File: src/rtl/hazard_sched_if.sv
// Hazard-scheduler bundle: hazard inputs from the ID/EX pipeline, stage controls back.
// master drives the pipeline-side inputs; slave is the scheduler.
interface hazard_sched_if;
  logic       start;
  logic [4:0] ifid_rs1;
  logic [4:0] ifid_rs2;
  logic       ifid_uses_rs2;
  logic [4:0] idex_rd;
  logic       idex_memread;
  logic       branch_taken;
  logic       dmem_busy;
  logic       pc_write;
  logic       ifid_write;
  logic       ifid_flush;
  logic       idex_bubble;
  logic       pipe_hold;
  logic [1:0] state;

  modport master (
    output start, ifid_rs1, ifid_rs2, ifid_uses_rs2, idex_rd, idex_memread,
           branch_taken, dmem_busy,
    input  pc_write, ifid_write, ifid_flush, idex_bubble, pipe_hold, state
  );

  modport slave (
    input  start, ifid_rs1, ifid_rs2, ifid_uses_rs2, idex_rd, idex_memread,
           branch_taken, dmem_busy,
    output pc_write, ifid_write, ifid_flush, idex_bubble, pipe_hold, state
  );
endinterface

File: src/rtl/hazard_sched.sv
// Pipeline sequencing controller: load-use stall stretching, branch flush, memory freeze.
// Same-cycle (Mealy) controls; HAZARD_SCHED_PERF_EN adds saturating stall/flush counters.
module hazard_sched #(
  parameter int unsigned STALL_CYCLES = 1
) (
  input  logic          clk_i,
  input  logic          rst_i,
  hazard_sched_if.slave bus
`ifdef HAZARD_SCHED_PERF_EN
  ,
  output logic [31:0]   stall_cnt_o,
  output logic [31:0]   flush_cnt_o
`endif
);

  typedef enum logic [1:0] {IDLE = 2'b00, RUN = 2'b01, LSTALL = 2'b10, MWAIT = 2'b11} state_e;
  typedef enum logic [1:0] {M_IDLE, M_NORMAL, M_STALL, M_FREEZE} mode_e;

  localparam logic [2:0] CNT_INIT = 3'(STALL_CYCLES - 1);

  state_e     state_q, state_d;
  logic [2:0] cnt_q, cnt_d;
  mode_e      mode;
  logic       flush_ok;
  logic       hz;

  assign hz = bus.idex_memread && (bus.idex_rd != 5'd0) &&
              ((bus.idex_rd == bus.ifid_rs1) ||
               (bus.ifid_uses_rs2 && (bus.idex_rd == bus.ifid_rs2)));

  always_comb begin
    state_d  = state_q;
    cnt_d    = cnt_q;
    mode     = M_IDLE;
    flush_ok = 1'b0;
    if (!bus.start) begin
      state_d = IDLE;
      cnt_d   = 3'd0;
    end else begin
      case (state_q)
        IDLE: state_d = RUN;
        RUN: begin
          if (bus.dmem_busy) begin
            mode    = M_FREEZE;
            state_d = MWAIT;
          end else if (hz) begin
            // The first stall cycle is spent here; LSTALL covers the remainder.
            mode = M_STALL;
            if (STALL_CYCLES > 1) begin
              state_d = LSTALL;
              cnt_d   = CNT_INIT;
            end
          end else begin
            mode     = M_NORMAL;
            flush_ok = 1'b1;
          end
        end
        LSTALL: begin
          if (bus.dmem_busy) begin
            mode = M_FREEZE;
          end else begin
            mode  = M_STALL;
            cnt_d = cnt_q - 3'd1;
            if (cnt_q == 3'd1) state_d = RUN;
          end
        end
        MWAIT: begin
          // Leaving a freeze: operands are stale, so hazards and branches are ignored.
          if (bus.dmem_busy) begin
            mode = M_FREEZE;
          end else begin
            mode    = M_NORMAL;
            state_d = RUN;
          end
        end
        default: state_d = IDLE;
      endcase
    end
  end

  always_comb begin
    bus.pc_write    = (mode == M_NORMAL);
    bus.ifid_write  = (mode == M_NORMAL);
    bus.ifid_flush  = (mode == M_IDLE) || ((mode == M_NORMAL) && flush_ok && bus.branch_taken);
    bus.idex_bubble = (mode == M_IDLE) || (mode == M_STALL);
    bus.pipe_hold   = (mode == M_FREEZE);
    bus.state       = state_q;
  end

  always_ff @(posedge clk_i or negedge rst_i) begin
    if (!rst_i) begin
      state_q <= IDLE;
      cnt_q   <= 3'd0;
    end else begin
      state_q <= state_d;
      cnt_q   <= cnt_d;
    end
  end

`ifdef HAZARD_SCHED_PERF_EN
  logic [31:0] stall_cnt_q, stall_cnt_d;
  logic [31:0] flush_cnt_q, flush_cnt_d;

  always_comb begin
    stall_cnt_d = stall_cnt_q;
    flush_cnt_d = flush_cnt_q;
    if ((mode == M_STALL) && (stall_cnt_q != 32'hFFFF_FFFF))
      stall_cnt_d = stall_cnt_q + 32'd1;
    if ((state_q == RUN) && bus.start && bus.ifid_flush && (flush_cnt_q != 32'hFFFF_FFFF))
      flush_cnt_d = flush_cnt_q + 32'd1;
  end

  always_ff @(posedge clk_i or negedge rst_i) begin
    if (!rst_i) begin
      stall_cnt_q <= 32'd0;
      flush_cnt_q <= 32'd0;
    end else begin
      stall_cnt_q <= stall_cnt_d;
      flush_cnt_q <= flush_cnt_d;
    end
  end

  assign stall_cnt_o = stall_cnt_q;
  assign flush_cnt_o = flush_cnt_q;
`endif

endmodule
File: src/flat_wrapper.sv
// flat-port wrapper written by rule: the top's interface ports become plain ports
module hazard_sched_flat 
#(
  parameter int unsigned STALL_CYCLES = 1
)
  (clk_i, rst_i, bus_start, bus_ifid_rs1, bus_ifid_rs2, bus_ifid_uses_rs2, bus_idex_rd, bus_idex_memread, bus_branch_taken, bus_dmem_busy, bus_pc_write, bus_ifid_write, bus_ifid_flush, bus_idex_bubble, bus_pipe_hold, bus_state);
  hazard_sched_if bus_i ();
  input  logic clk_i;
  input  logic rst_i;
  input wire logic [$bits(bus_i.start)-1:0] bus_start;
  input wire logic [$bits(bus_i.ifid_rs1)-1:0] bus_ifid_rs1;
  input wire logic [$bits(bus_i.ifid_rs2)-1:0] bus_ifid_rs2;
  input wire logic [$bits(bus_i.ifid_uses_rs2)-1:0] bus_ifid_uses_rs2;
  input wire logic [$bits(bus_i.idex_rd)-1:0] bus_idex_rd;
  input wire logic [$bits(bus_i.idex_memread)-1:0] bus_idex_memread;
  input wire logic [$bits(bus_i.branch_taken)-1:0] bus_branch_taken;
  input wire logic [$bits(bus_i.dmem_busy)-1:0] bus_dmem_busy;
  output wire logic [$bits(bus_i.pc_write)-1:0] bus_pc_write;
  output wire logic [$bits(bus_i.ifid_write)-1:0] bus_ifid_write;
  output wire logic [$bits(bus_i.ifid_flush)-1:0] bus_ifid_flush;
  output wire logic [$bits(bus_i.idex_bubble)-1:0] bus_idex_bubble;
  output wire logic [$bits(bus_i.pipe_hold)-1:0] bus_pipe_hold;
  output wire logic [$bits(bus_i.state)-1:0] bus_state;
  assign bus_i.start = bus_start;
  assign bus_i.ifid_rs1 = bus_ifid_rs1;
  assign bus_i.ifid_rs2 = bus_ifid_rs2;
  assign bus_i.ifid_uses_rs2 = bus_ifid_uses_rs2;
  assign bus_i.idex_rd = bus_idex_rd;
  assign bus_i.idex_memread = bus_idex_memread;
  assign bus_i.branch_taken = bus_branch_taken;
  assign bus_i.dmem_busy = bus_dmem_busy;
  assign bus_pc_write = bus_i.pc_write;
  assign bus_ifid_write = bus_i.ifid_write;
  assign bus_ifid_flush = bus_i.ifid_flush;
  assign bus_idex_bubble = bus_i.idex_bubble;
  assign bus_pipe_hold = bus_i.pipe_hold;
  assign bus_state = bus_i.state;
  hazard_sched #(.STALL_CYCLES(STALL_CYCLES)) u_core (.clk_i(clk_i), .rst_i(rst_i), .bus(bus_i));
endmodule
File: config.mk
export PLATFORM = sky130hd
export DESIGN_NAME = hazard_sched_flat
export DESIGN_NICKNAME = d
export VERILOG_FILES = /design/src/rtl/hazard_sched_if.sv /design/src/rtl/hazard_sched.sv /design/src/flat_wrapper.sv
export SDC_FILE = /design/constraint.sdc
export NUM_CORES = 1
export LEC_CHECK = 0
export ABC_AREA = 1
export ABC_CLOCK_PERIOD_IN_PS = 1400
export CAP_MARGIN = 40
export CORE_UTILIZATION = 38
export DETAILED_ROUTE_END_ITERATION = 7
export PLACE_DENSITY = 0.74
export SYNTH_ARGS = -nofsm -noshare
export SYNTH_HDL_FRONTEND = slang
export SYNTH_SLANG_ARGS = --single-unit
File: constraint.sdc
create_clock -name clk_i -period 1.4 [get_ports clk_i]
set_input_delay 0.28 -clock clk_i [delete_from_list [all_inputs] [get_ports clk_i]]
set_output_delay 0.28 -clock clk_i [all_outputs]
set_load 0.01 [all_outputs]
### Word-level counts from Yosys, hierarchy flattened

Cells that the tools add are included.

| cells by class | value |
|---|---|
| $add $sub $neg | 1 |
| equal/unequal tests | 15 |
| mux-type cells | 19 |
| reductions and logical operators | 13 |

Operator list:

| cell | number |
|---|---|
| $mux 2 | 9 |
| $eq 5x5->1 | 2 |
| $mux 3 | 3 |
| $ne 3x3->1 const B | 3 |
| $eq 2x2->1 const B | 4 |
| $pmux 2 s4 | 1 |
| $pmux 2 s3 | 1 |
| $logic_and 1x1->1 | 5 |
| $mux 1 | 5 |
| $reduce_bool 5->1 | 1 |
| $eq 2x1->1 const B | 2 |
| $logic_not 2->1 | 2 |
| $reduce_and 4->1 | 1 |
| $eq 3x1->1 const B | 1 |
| $logic_or 1x1->1 | 3 |
| $ne 3x2->1 const B | 1 |
| $sub 3x1->3 const B | 1 |
| $ne 2x1->1 const B | 1 |
| $ne 2x2->1 const B | 1 |
| $reduce_and 2->1 | 1 |

| storage, ports and cells | value |
|---|---|
| register bits after elaboration | 5 |
| input bits | 22 |
| output and inout port bits | 7 |
| word-level logic and storage cells | 50 |

### Logic depth before layout (Yosys ltp)

Gate-level depths: netlist (run 1).

| depth | value |
|---|---|
| word-level depth | 12 |
| gate-level depth with buffers | 10 |
| depth with buffers taken out | 10 |

### Least setup slack after synthesis (run 1)

Ideal clock, no wire load.

| path | value |
|---|---|
| kind | flip-flop to output port |
| from | reg u_core.state_q[0] (netlist: u_core.bus.state[0]) |
| to | out bus_pc_write |
| data arrival time | 1.088 ns |
| data required time | 1.120 ns |
| path slack | 0.032 ns |
| stages on the path, launching flop included | 5 |
| path buffers | 1 |
| cells stage by stage | dfrtp_1 o21ai_0 nand4_1 inv_1 buf_4 |

| between the ends | value |
|---|---|
| longest elaborated chain between the ends | 4 |
| elaborated cells between the ends (all ways) | 6 |
| classes of those cells | eq/ne: 4; mux: 2 |

Ends and longest elaborated chain:

| what | RTL line | text |
|---|---|---|
| from (decl) | hazard_sched.sv:21 | `state_e state_q, state_d;` |
| from (signal assigned) | hazard_sched.sv:95 | `state_q <= state_d;` |
| $eq 2x2->1 / $eq 2x1->1 (equally long branches) | hazard_sched.sv:40 | `case (state_q)` |
| $pmux 2 s3 * | hazard_sched.sv:40 |  |
| $mux 2 * | hazard_sched.sv:36 | `if (!bus.start) begin` |
| $eq 2x1->1 * | -- |  |
| to (decl) | flat_wrapper.sv:18 | `output wire logic [$bits(bus_i.pc_write)-1:0] bus_pc_write;` |

Mark *: on every way between the ends. The rest lies on a longest branch, timed or not.

### Worst setup path in the final report (run 1)

| path | value |
|---|---|
| from | reg u_core.state_q[1] (netlist: u_core.bus.state[1]) |
| to | out bus_ifid_flush |

| between the ends | value |
|---|---|
| longest elaborated chain between the ends | 7 |
| elaborated cells between the ends (all ways) | 12 |
| classes of those cells | eq/ne: 4; mux: 4; reduce/logical: 4 |

Ends and longest elaborated chain:

| what | RTL line | text |
|---|---|---|
| $eq 2x2->1 / $eq 2x1->1 (equally long branches) | hazard_sched.sv:40 |  |
| $pmux 2 s3 | hazard_sched.sv:40 |  |
| $mux 2 | hazard_sched.sv:36 |  |
| $eq 2x1->1 | hazard_sched.sv:84 | `bus.ifid_flush = (mode == M_IDLE) \|\| ((mode == M_NORMAL) && flush_ok && bus.branch_taken);` |
| $logic_and 1x1->1 (2 in series) | hazard_sched.sv:84 |  |
| $logic_or 1x1->1 * | hazard_sched.sv:84 |  |
| to (decl) | flat_wrapper.sv:20 | `output wire logic [$bits(bus_i.ifid_flush)-1:0] bus_ifid_flush;` |

Marks and branches as above.

==> results of run 1 <==
power by group:
group | switching, mW | internal (mW) | leakage, nW
sequential | 0.0203 | 0.176 | 0.0621
clock | 0.0514 | 0.107 | 0.0150
combinational | 0.187 | 0.174 | 0.484
kinds of logic after synthesis:
logic type,count (synthesis),share of synthesized area [%]
and+or+nand+nor,56,43.5
DFF,5,22.8
AOI/OAI and AO/OA,9,9.34
xor gates and xnor gates,1,1.59
buffers and inverters,25,18.2
adders and majority gates,2,4.56
path summary, 6_finish.rpt:
| kind | slack (ns) | end | cells after the start |
|---|---|---|---|
| setup / recovery | -0.09 | bus_ifid_flush | 6 |
| hold / removal | 0.27 | u_core.cnt_q[2] | 1 |
| setup reg to reg | 0.09 | u_core.cnt_q[2] | 7 |
| hold reg to reg | 0.56 | u_core.cnt_q[1] | 2 |
| max in group asynchronous | 0.92 | u_core.bus.state[0] | 1 |
| min in group clk_i | 0.56 | u_core.cnt_q[1] | 2 |
flip-flops by register name, summed over array words and instances, names as in the netlist:
signal,count
u_core.bus.state,2
u_core.cnt_q,3
critical path, stage by stage, from the launching register on:
cell,delay (ns)
dfrtp_2,0.43
inv_4,0.09
nand3_4,0.07
nor2_4,0.13
nand3_2,0.07
nand2_1,0.06
buf_2,0.12
per-layer routing:
layer	GRT usage (%)	vias to the layer above	part of all wire, %
met3	5.00	0	5.3
met5	0	-	0
met1	21.8	304	41
met2	39.1	23	53
li1	-	380	-
met4	1.72	0	0
cells in the mapped netlist:
cell type,count
a21oi_1,4
buf_4,1
dfrtp_1,5
ha_1,2
inv_1,17
inv_2,6
inv_4,1
nand2_1,34
nand2_2,2
nand3_1,4
nand3_2,1
nand4_1,2
nor2_1,11
nor3_1,1
nor3_2,1
o21a_1,1
o21ai_0,2
o21bai_1,1
o22ai_1,1
xnor2_1,1
layout make-up:
cell class	instances	area, um2
timing repair buffer	40	327
inverter	24	103
sequential	5	128
clock buffer	4	26.3
fill	120	310
tap	15	18.8
multi-input combinational	68	405
what timing repair did:
item                                    CTS  global route
endpoints found under the setup margin    8             6
hold buffers                              0             0
pin swaps                                13            25
setup buffers                             0             2
hold endpoints to repair                  0             0
resized for setup                        71            53
==> results.md, run 1 <==
- Mean area per synthesized cell: 5.60 um2
- RR Startpoint: u_core.bus.state[0]
- Min setup slack post-route: -0.0873 ns
- Core area: 1320 um2
- Drt initial violations: 9
- Antenna-violating nets left: 0
- Global placement routability congestion: 0.893
- Share of cells above drive strength 1: 45.4%
- Register area share after synthesis: 22.8%
- Endpoints failing hold: 0
- Clock Skews: 0.000964 ns
- Worst-skew pair later-pin latency: 0.23 ns
- Pre-CTS setup slack: -0.889 ns
- N_diodes: 0
- Initial antenna violation count: 0
- IO buf count: 28
- Tmin final: 1.49 ns
- Crit path kind: reg -> out
- Worst Tran Pin Value: 0.239 ns
- Synth area leaders: nand2_1, dfrtp_1, inv_1
- Effective utilization at floorplan: 41.7%
- Startpoint types: register
- Pre-antenna DRT Iters: 4
- DRC errors left: 0
- Leading area contributor after synthesis: nand2_1
- Global-route wire length before repair: 2210 um
- Dpl cell area: 916 um2
- # rows: 13
- Status: complete, but fails checks
- Final HPWL DP: 1220 um
- Congestion Overflow GR: 0
- Hold_ws: 0.269 ns
- Setup Viol. Count Final: 4
- Synth top area share: 23.2%
- Leakage: 0.561 nW
- Mapped Area: 549 um2
- Worst vdd ir: 0.00101 V
- Finished Layout Cells: 156
- Worst Path Arrival: 1.21 ns
- Num CTS Buffers: 3
- Syn-to-layout area delta: 83.4%
- Total power: 715 uW
- Worst-case clock buffer depth: 2
- YS warnings: 0
- Max_cap viols: 0
- Crit share post-route: 106%
- Fin util: 76.4%
- Clock Pin Slew Worst Setup and Hold Paths: 0.04 ns
- Post-synth cell types: 20
- Vias: 707
- CTS root buf: clkbuf_4
- I/O pins: 29
- Die height: 40.0 um
- Violated checks: negative setup slack
- Post-route cell area: 1010 um2
- Critical path peak fanout: 3
- DRT Wirelength: 1610 um
- CTS tree: built
- Inst Count DP: 150
- Routed wire per std cell: 10.3 um
- WP data required: 1.12 ns
- Worst Hold Class: in -> async
- Pins Over Slew Limit: 0
- Largest net degree at the start of global routing: 7
- CP Capture Type: output pin
- Most frequent cells in the layout: nand2_1, inv_1, buf_6, buf_4
- #FFs+latches synth: 5
- Total Neg Setup Slack: -0.242 ns
- Crit path from: u_core.bus.state[1]
- FMAX: 672 MHz
- Post-Synthesis Cells: 98
- Die area: 1600 um2
- Tot GR Track Use: 20.0%
- DIE WIDTH: 40.0 um
- PwrDens: 710 nW/um2
- Slew headroom: 83.9%
- Vias per inst: 4.53
- Nets: 166
- Sink Count: 5
- Commonest non-fill, non-tap cell in the layout: nand2_1
- H-Tree Depth: 1
- Unrepaired setup endpoints after global routing: true
- Syn nets: 122
- Vias in the first global route: 614
Power figures use the tool's default switching activity.
==> run 2: changes to the inputs <==
--- a/config.mk
+++ b/config.mk
@@ -8,9 +8,11 @@
 export ABC_AREA = 1
 export ABC_CLOCK_PERIOD_IN_PS = 1400
 export CAP_MARGIN = 40
+export CORE_MARGIN = 4
 export CORE_UTILIZATION = 38
 export DETAILED_ROUTE_END_ITERATION = 7
 export PLACE_DENSITY = 0.74
+export SLEW_MARGIN = 20
 export SYNTH_ARGS = -nofsm -noshare
 export SYNTH_HDL_FRONTEND = slang
 export SYNTH_SLANG_ARGS = --single-unit
==> run 2 against run 1 <==
The flow still finishes with violations (negative setup slack); global-route usage shrank 0.22 points; sequential share of layout area rose by 0.16 points; critical path depth increased by 3; clock skew hardly changed; largest cell class unchanged.
==> results.md, run 2 (synthesis gave the netlist of run 1 again) <==
- DIE WIDTH: 46.0 um (+15%)
- Worst-case clock buffer depth: 2 (unchanged)
- Drt initial violations: 11 (+2)
- CTS tree: built
- IO buf count: 28 (unchanged)
- Endpoints failing hold: 0 (unchanged)
- PwrDens: 719 nW/um2 (+1.2%)
- Pins Over Slew Limit: 0 (unchanged)
- N_diodes: 0 (unchanged)
- Pre-antenna DRT Iters: 4 (unchanged)
- Power share of the sequential group: 27.3% (about the same)
- Total Neg Setup Slack: -0.454 ns (-0.212 ns)
- Effective utilization at floorplan: 41.2% (-0.51 points)
- Leakage: 0.581 nW (+3.6%)
- Global placement routability congestion: 0.797 (-11%)
- Antenna-violating nets left: 0 (unchanged)
- Setup Viol. Count Final: 5 (+1)
- RR Endpoint: u_core.bus.state[1]
- Met2 usage: 33.8% (-5.3 points)
- Status: complete, but fails checks
- Clock Power Share: 23.1% (+0.9 points)
- DRC errors left: 0 (unchanged)
- Pre-CTS setup slack: -0.923 ns (-0.0342 ns)
- Nets: 173 (+4.2%)
- Min setup slack post-route: -0.124 ns (-0.0364 ns)
- Worst Tran Pin Value: 0.235 ns (-0.00476 ns)
- Part of the power in combinational logic: 49.6% (-0.8 points)
- Met1 Track Usage GR: 22.3% (+0.46 points)
- Largest net degree at the start of global routing: 6 (-1)
- Register-to-Register Setup Slack: -0.12 ns (-0.21 ns)
- Worst vdd ir: 0.000717 V (-29%)
- Worst Hold Class: in -> async
- Global-route wire length before repair: 2900 um (+31%)
- Startpoint types: register
- Sw Ratio: 35.6% (-0.60 points)
- H-Tree Depth: 1 (unchanged)
- Vias: 746 (+5.5%)
- Share of cells above drive strength 1: 42.6% (-2.8 points)
- Commonest non-fill, non-tap cell in the layout: nand2_1
- Vias in the first global route: 708 (+15%)
- Crit path kind: reg -> reg
- CP Capture Type: register
- Max reg flops: 3 (unchanged)
- Syn-to-layout area delta: 79.3%
- I/O pins: 29 (unchanged)
- Psw: 252 uW (-2.7%)
- Worst Path Arrival: 1.69 ns (+0.48 ns)
- WP data required: 1.56 ns (+0.44 ns)
- Tot GR Track Use: 19.8% (-0.22 points)
- FMAX: 656 MHz (-2.4%)
- DRT Wirelength: 1870 um (+16%)
- Worst-skew pair later-pin latency: 0.24 ns (about the same)
- Routed wire per std cell: 11.5 um (+11%)
- Clock Skews: 0.00125 ns (+0.000282 ns)
- Die area: 2120 um2 (+32%)
- Core area: 1330 um2 (+1.2%)
- Die height: 46.0 um (+15%)
- GRT met3 Usage: 5.14% (+0.14 points)
- Vias per inst: 4.58 (+0.98%)
- CTS root buf: clkbuf_4
- Violated checks: negative setup slack
- Int Power: 456 uW (about the same)
- R2r worst-path depth: 9 (+2)
- Unrepaired setup endpoints after global routing: true
- Slew headroom: 84.3% (+0.39 points)
- RR Startpoint: u_core.bus.state[0]
- Clock Pin Slew Worst Setup and Hold Paths: 0.04 ns (about the same)
- Crit share post-route: 109% (+2.6 points)
- GRT Max-Usage Layer: met2
- Num CTS Buffers: 3 (unchanged)
- Critical path peak fanout: 4 (+1)
- Congestion Overflow GR: 0 (unchanged)
- Final HPWL DP: 1310 um (+6.8%)
- # rows: 13 (unchanged)
- Tmin final: 1.52 ns (+0.0364 ns)
- Sink Count: 5 (unchanged)
- Max_cap viols: 0 (unchanged)
- Most frequent cells in the layout: nand2_1, buf_4, inv_1, buf_2, nor2_1
- Initial antenna violation count: 0 (unchanged)
- Most flop-heavy register: u_core.cnt_q
-- run 2: timing repair --
item | CTS | global route
setup endpoints to repair | 9 | 7
resized for setup | 83 | 24
setup buffers | 5 | 2
hold buffers | 0 | 0
pin swaps | 17 | 19
hold endpoints to repair | 0 | 0
-- run 2: metal layers --
metal | part of all wire, % | vias up
met5 | 0 | -
met4 | 2.5 | 0
met3 | 5.5 | 6
met2 | 51 | 21
met1 | 41 | 323
li1 | - | 396
-- run 2: cell type report --
class	count	area [um2]
Multi-Input combinational cell	68	368
Tap cell	15	18.8
Fill cell	116	349
Clock buffer	4	26.3
Inverter	24	97.6
Sequential cell	5	126
Timing Repair Buffer	47	348
-- run 2: worst max path at each step --
stage,cells past startpoint,start,endpoint,slack [ns]
2_1_floorplan,4,u_core.bus.state[0],bus_pc_write,0.03
3_3_place_gp,12,bus_idex_rd[3],bus_idex_bubble,-0.89
3_5_place_dp,12,bus_idex_rd[3],bus_idex_bubble,-0.92
6_report,9,u_core.bus.state[0],u_core.bus.state[1],-0.12
5_1_grt,7,u_core.bus.state[1],bus_idex_bubble,-0.16
4_1_cts,12,bus_ifid_rs2[0],bus_idex_bubble,-0.12
-- run 2: critical path: stages (launching register included) --
cell,delay (ns)
dfrtp_2,0.44
buf_6,0.13
nand3_4,0.08
nor2_4,0.04
buf_4,0.13
buf_4,0.12
buf_4,0.12
buf_4,0.12
buf_4,0.12
o21bai_1,0.13
-- run 2: power by group through the flow --
| stage | Combinational [mW] | Clock (mW) | Sequential [mW] |
|---|---|---|---|
| after CTS | 0.327 | 0.170 | 0.191 |
| after global placement | 0.323 | 0 | 0.192 |
| final | 0.351 | 0.164 | 0.193 |
| after global routing | 0.392 | 0.181 | 0.199 |
| after detailed placement | 0.336 | 0 | 0.193 |
| after floorplan | 0.160 | 0 | 0.195 |
-- run 2: per-stage QoR --
stage                     total power, mW  utilization (%)  cell area (um2)  std cells  hold slack, ns
after floorplan                     0.355                -              549         98         -0.0156
after global placement              0.516             69.8              931        152           0.513
after detailed placement            0.529             69.8              931        152           0.517
after CTS                           0.688             70.9              946        161           0.263
after global routing                0.773             73.8              985        163           0.269
final                               0.708             73.8              985        163           0.262
==> run 3: changes to the inputs <==
--- a/config.mk
+++ b/config.mk
@@ -12,6 +12,7 @@
 export CORE_UTILIZATION = 38
 export DETAILED_ROUTE_END_ITERATION = 7
 export PLACE_DENSITY = 0.74
+export SKIP_CTS_REPAIR_TIMING = 1
 export SLEW_MARGIN = 20
 export SYNTH_ARGS = -nofsm -noshare
 export SYNTH_HDL_FRONTEND = slang
==> run 3 against run 2 <==
The flow still finishes with violations (negative setup slack); first-iteration DRC count shrank 55%; global-route usage fell by 3.0 points; cell count is 3.7% lower; critical path depth down 3; count of clock-buffer cells in the layout did not move; die area unchanged; via count shrank 5.1%; wire length fell by 15%; sequential cell count did not move.
==> results.md, run 3 (synthesis gave the netlist of run 1 again) <==
- Status: complete, but fails checks
- Violated checks: negative setup slack
- Tmin final: 1.52 ns (-0.00500 ns)
- Most flop-heavy register: u_core.cnt_q
- Startpoint types: register
- N_diodes: 0 (unchanged)
- Vias per inst: 4.51 (-1.5%)
- FF/Latch Area: 125 um2 (-0.99%)
- DIE WIDTH: 46.0 um (unchanged)
- IO buf count: 28 (unchanged)
- Vias: 708 (-5.1%)
- I/O pins: 29 (unchanged)
- Pre-antenna DRT Iters: 3 (-1)
- Worst Hold Class: in -> async
- Max reg flops: 3 (unchanged)
- Global-route wire length before repair: 2520 um (-13%)
- Crit share post-route: 108% (-0.36 points)
- Clock Pin Slew Worst Setup and Hold Paths: 0.04 ns (about the same)
- Share of cells above drive strength 1: 35.9% (-6.7 points)
- Crit path kind: reg -> out
- Total Neg Setup Slack: -0.342 ns (+0.112 ns)
- Drt initial violations: 5 (-6)
- Syn-to-layout area delta: 77.9%
- Num CTS Buffers: 3 (unchanged)
- RR Endpoint: u_core.cnt_q[2]
- Pins Over Slew Limit: 0 (unchanged)
- Die height: 46.0 um (unchanged)
- Clock Skews: 0.00118 ns (-0.0000686 ns)
- RR Startpoint: u_core.bus.state[0]
- Vias in the first global route: 630 (-11%)
- Die area: 2120 um2 (unchanged)
- Initial antenna violation count: 0 (unchanged)
- CP Capture Type: output pin
- Unrepaired setup endpoints after global routing: true
- Core area: 1330 um2 (unchanged)
- Routed wire per std cell: 10.1 um (-12%)
- Nets: 167 (-3.5%)
- Largest net degree at the start of global routing: 6 (unchanged)
- Total power: 687 uW (-3.0%)
- Worst Path Arrival: 1.24 ns (-0.45 ns)
- Endpoints failing hold: 0 (unchanged)
- WP data required: 1.12 ns (-0.44 ns)
- Max_cap viols: 0 (unchanged)
- CTS tree: built
- Worst-case clock buffer depth: 2 (unchanged)
- Final HPWL DP: 1310 um (unchanged)
- R2r worst-path depth: 7 (-2)
- Setup Viol. Count Final: 4 (-1)
- Critical path peak fanout: 3 (-1)
- DRT Wirelength: 1590 um (-15%)
- Tot GR Track Use: 16.7% (-3.0 points)
- Register-to-Register Setup Slack: 0.10 ns (+0.22 ns)
- Sink Count: 5 (unchanged)
- Congestion Overflow GR: 0 (unchanged)
- CTS root buf: clkbuf_4
- Worst Tran Pin Value: 0.233 ns (-0.00188 ns)
- Min setup slack post-route: -0.119 ns (+0.00499 ns)
- # rows: 13 (unchanged)
- Slew headroom: 84.4% (+0.13 points)
- Effective utilization at floorplan: 41.2% (unchanged)
- H-Tree Depth: 1 (unchanged)
- Leakage: 0.647 nW (+11%)
- # fillers: 118 (+1.7%)
- FMAX: 658 MHz (+0.33%)
- Multi-input logic area: 359 um2 (-2.4%)
- PwrDens: 703 nW/um2 (-2.3%)
- Global placement routability congestion: 0.797 (unchanged)
- Worst vdd ir: 0.000749 V (+4.4%)
- Worst-skew pair later-pin latency: 0.24 ns (about the same)
- Hold_ws: 0.262 ns (-0.000699 ns)
- Antenna-violating nets left: 0 (unchanged)
- DRC errors left: 0 (unchanged)
- Most frequent cells in the layout: nand2_1, inv_1, buf_4, dlymetal6s2s_1, nor2_1
- Commonest non-fill, non-tap cell in the layout: nand2_1
## run 3: metal layers
metal	up-vias	wire (um)	GRT usage, %
met3	4	90	4.74
li1	381	-	-
met1	306	694	20.6
met2	17	775	26.9
met4	0	28	6.82
met5	-	0	0
## run 3: worst max-delay path by stage
stage	start	to	slack [ns]	cells past startpoint
after floorplan	u_core.bus.state[0]	bus_pc_write	0.03	4
after CTS	bus_idex_rd[3]	bus_idex_bubble	-0.94	12
after global placement	bus_idex_rd[3]	bus_idex_bubble	-0.89	12
after global routing	u_core.bus.state[1]	bus_ifid_flush	-0.23	6
after detailed placement	bus_idex_rd[3]	bus_idex_bubble	-0.92	12
final	u_core.bus.state[1]	bus_ifid_flush	-0.12	6
## run 3: power by group
part / switching (mW) / internal (mW) / leakage (nW) / total, mW
Combinational: 0.165 / 0.167 / 0.567 / 0.332
Clock: 0.0559 / 0.108 / 0.0150 / 0.163
Sequential: 0.0170 / 0.175 / 0.0645 / 0.192
## run 3: area by class of cell
type / instances / share of cell area (%)
multi-input cells: 68 / 36.7
flip-flops and latches: 5 / 12.8
clock buffers: 4 / 2.69
well taps: 15 / 1.92
inverters: 24 / 9.73
repair buffers: 41 / 36.1
## run 3: metrics by stage
stage	instance area, um2	cells	setup WS [ns]	util (%)
6_report	977	157	-0.119	73.3
5_1_grt	977	157	-0.227	73.3
4_1_cts	957	156	-0.935	71.8
3_5_place_dp	931	152	-0.923	69.8
3_3_place_gp	931	152	-0.893	69.8
2_1_floorplan	549	98	0.0316	-
## run 3: critical path, stage by stage (launching register included)
cell,delay [ns]
dfrtp_1,0.41
inv_4,0.08
nand3_2,0.07
nor2_2,0.14
nand3_1,0.10
nand2_1,0.07
buf_2,0.13
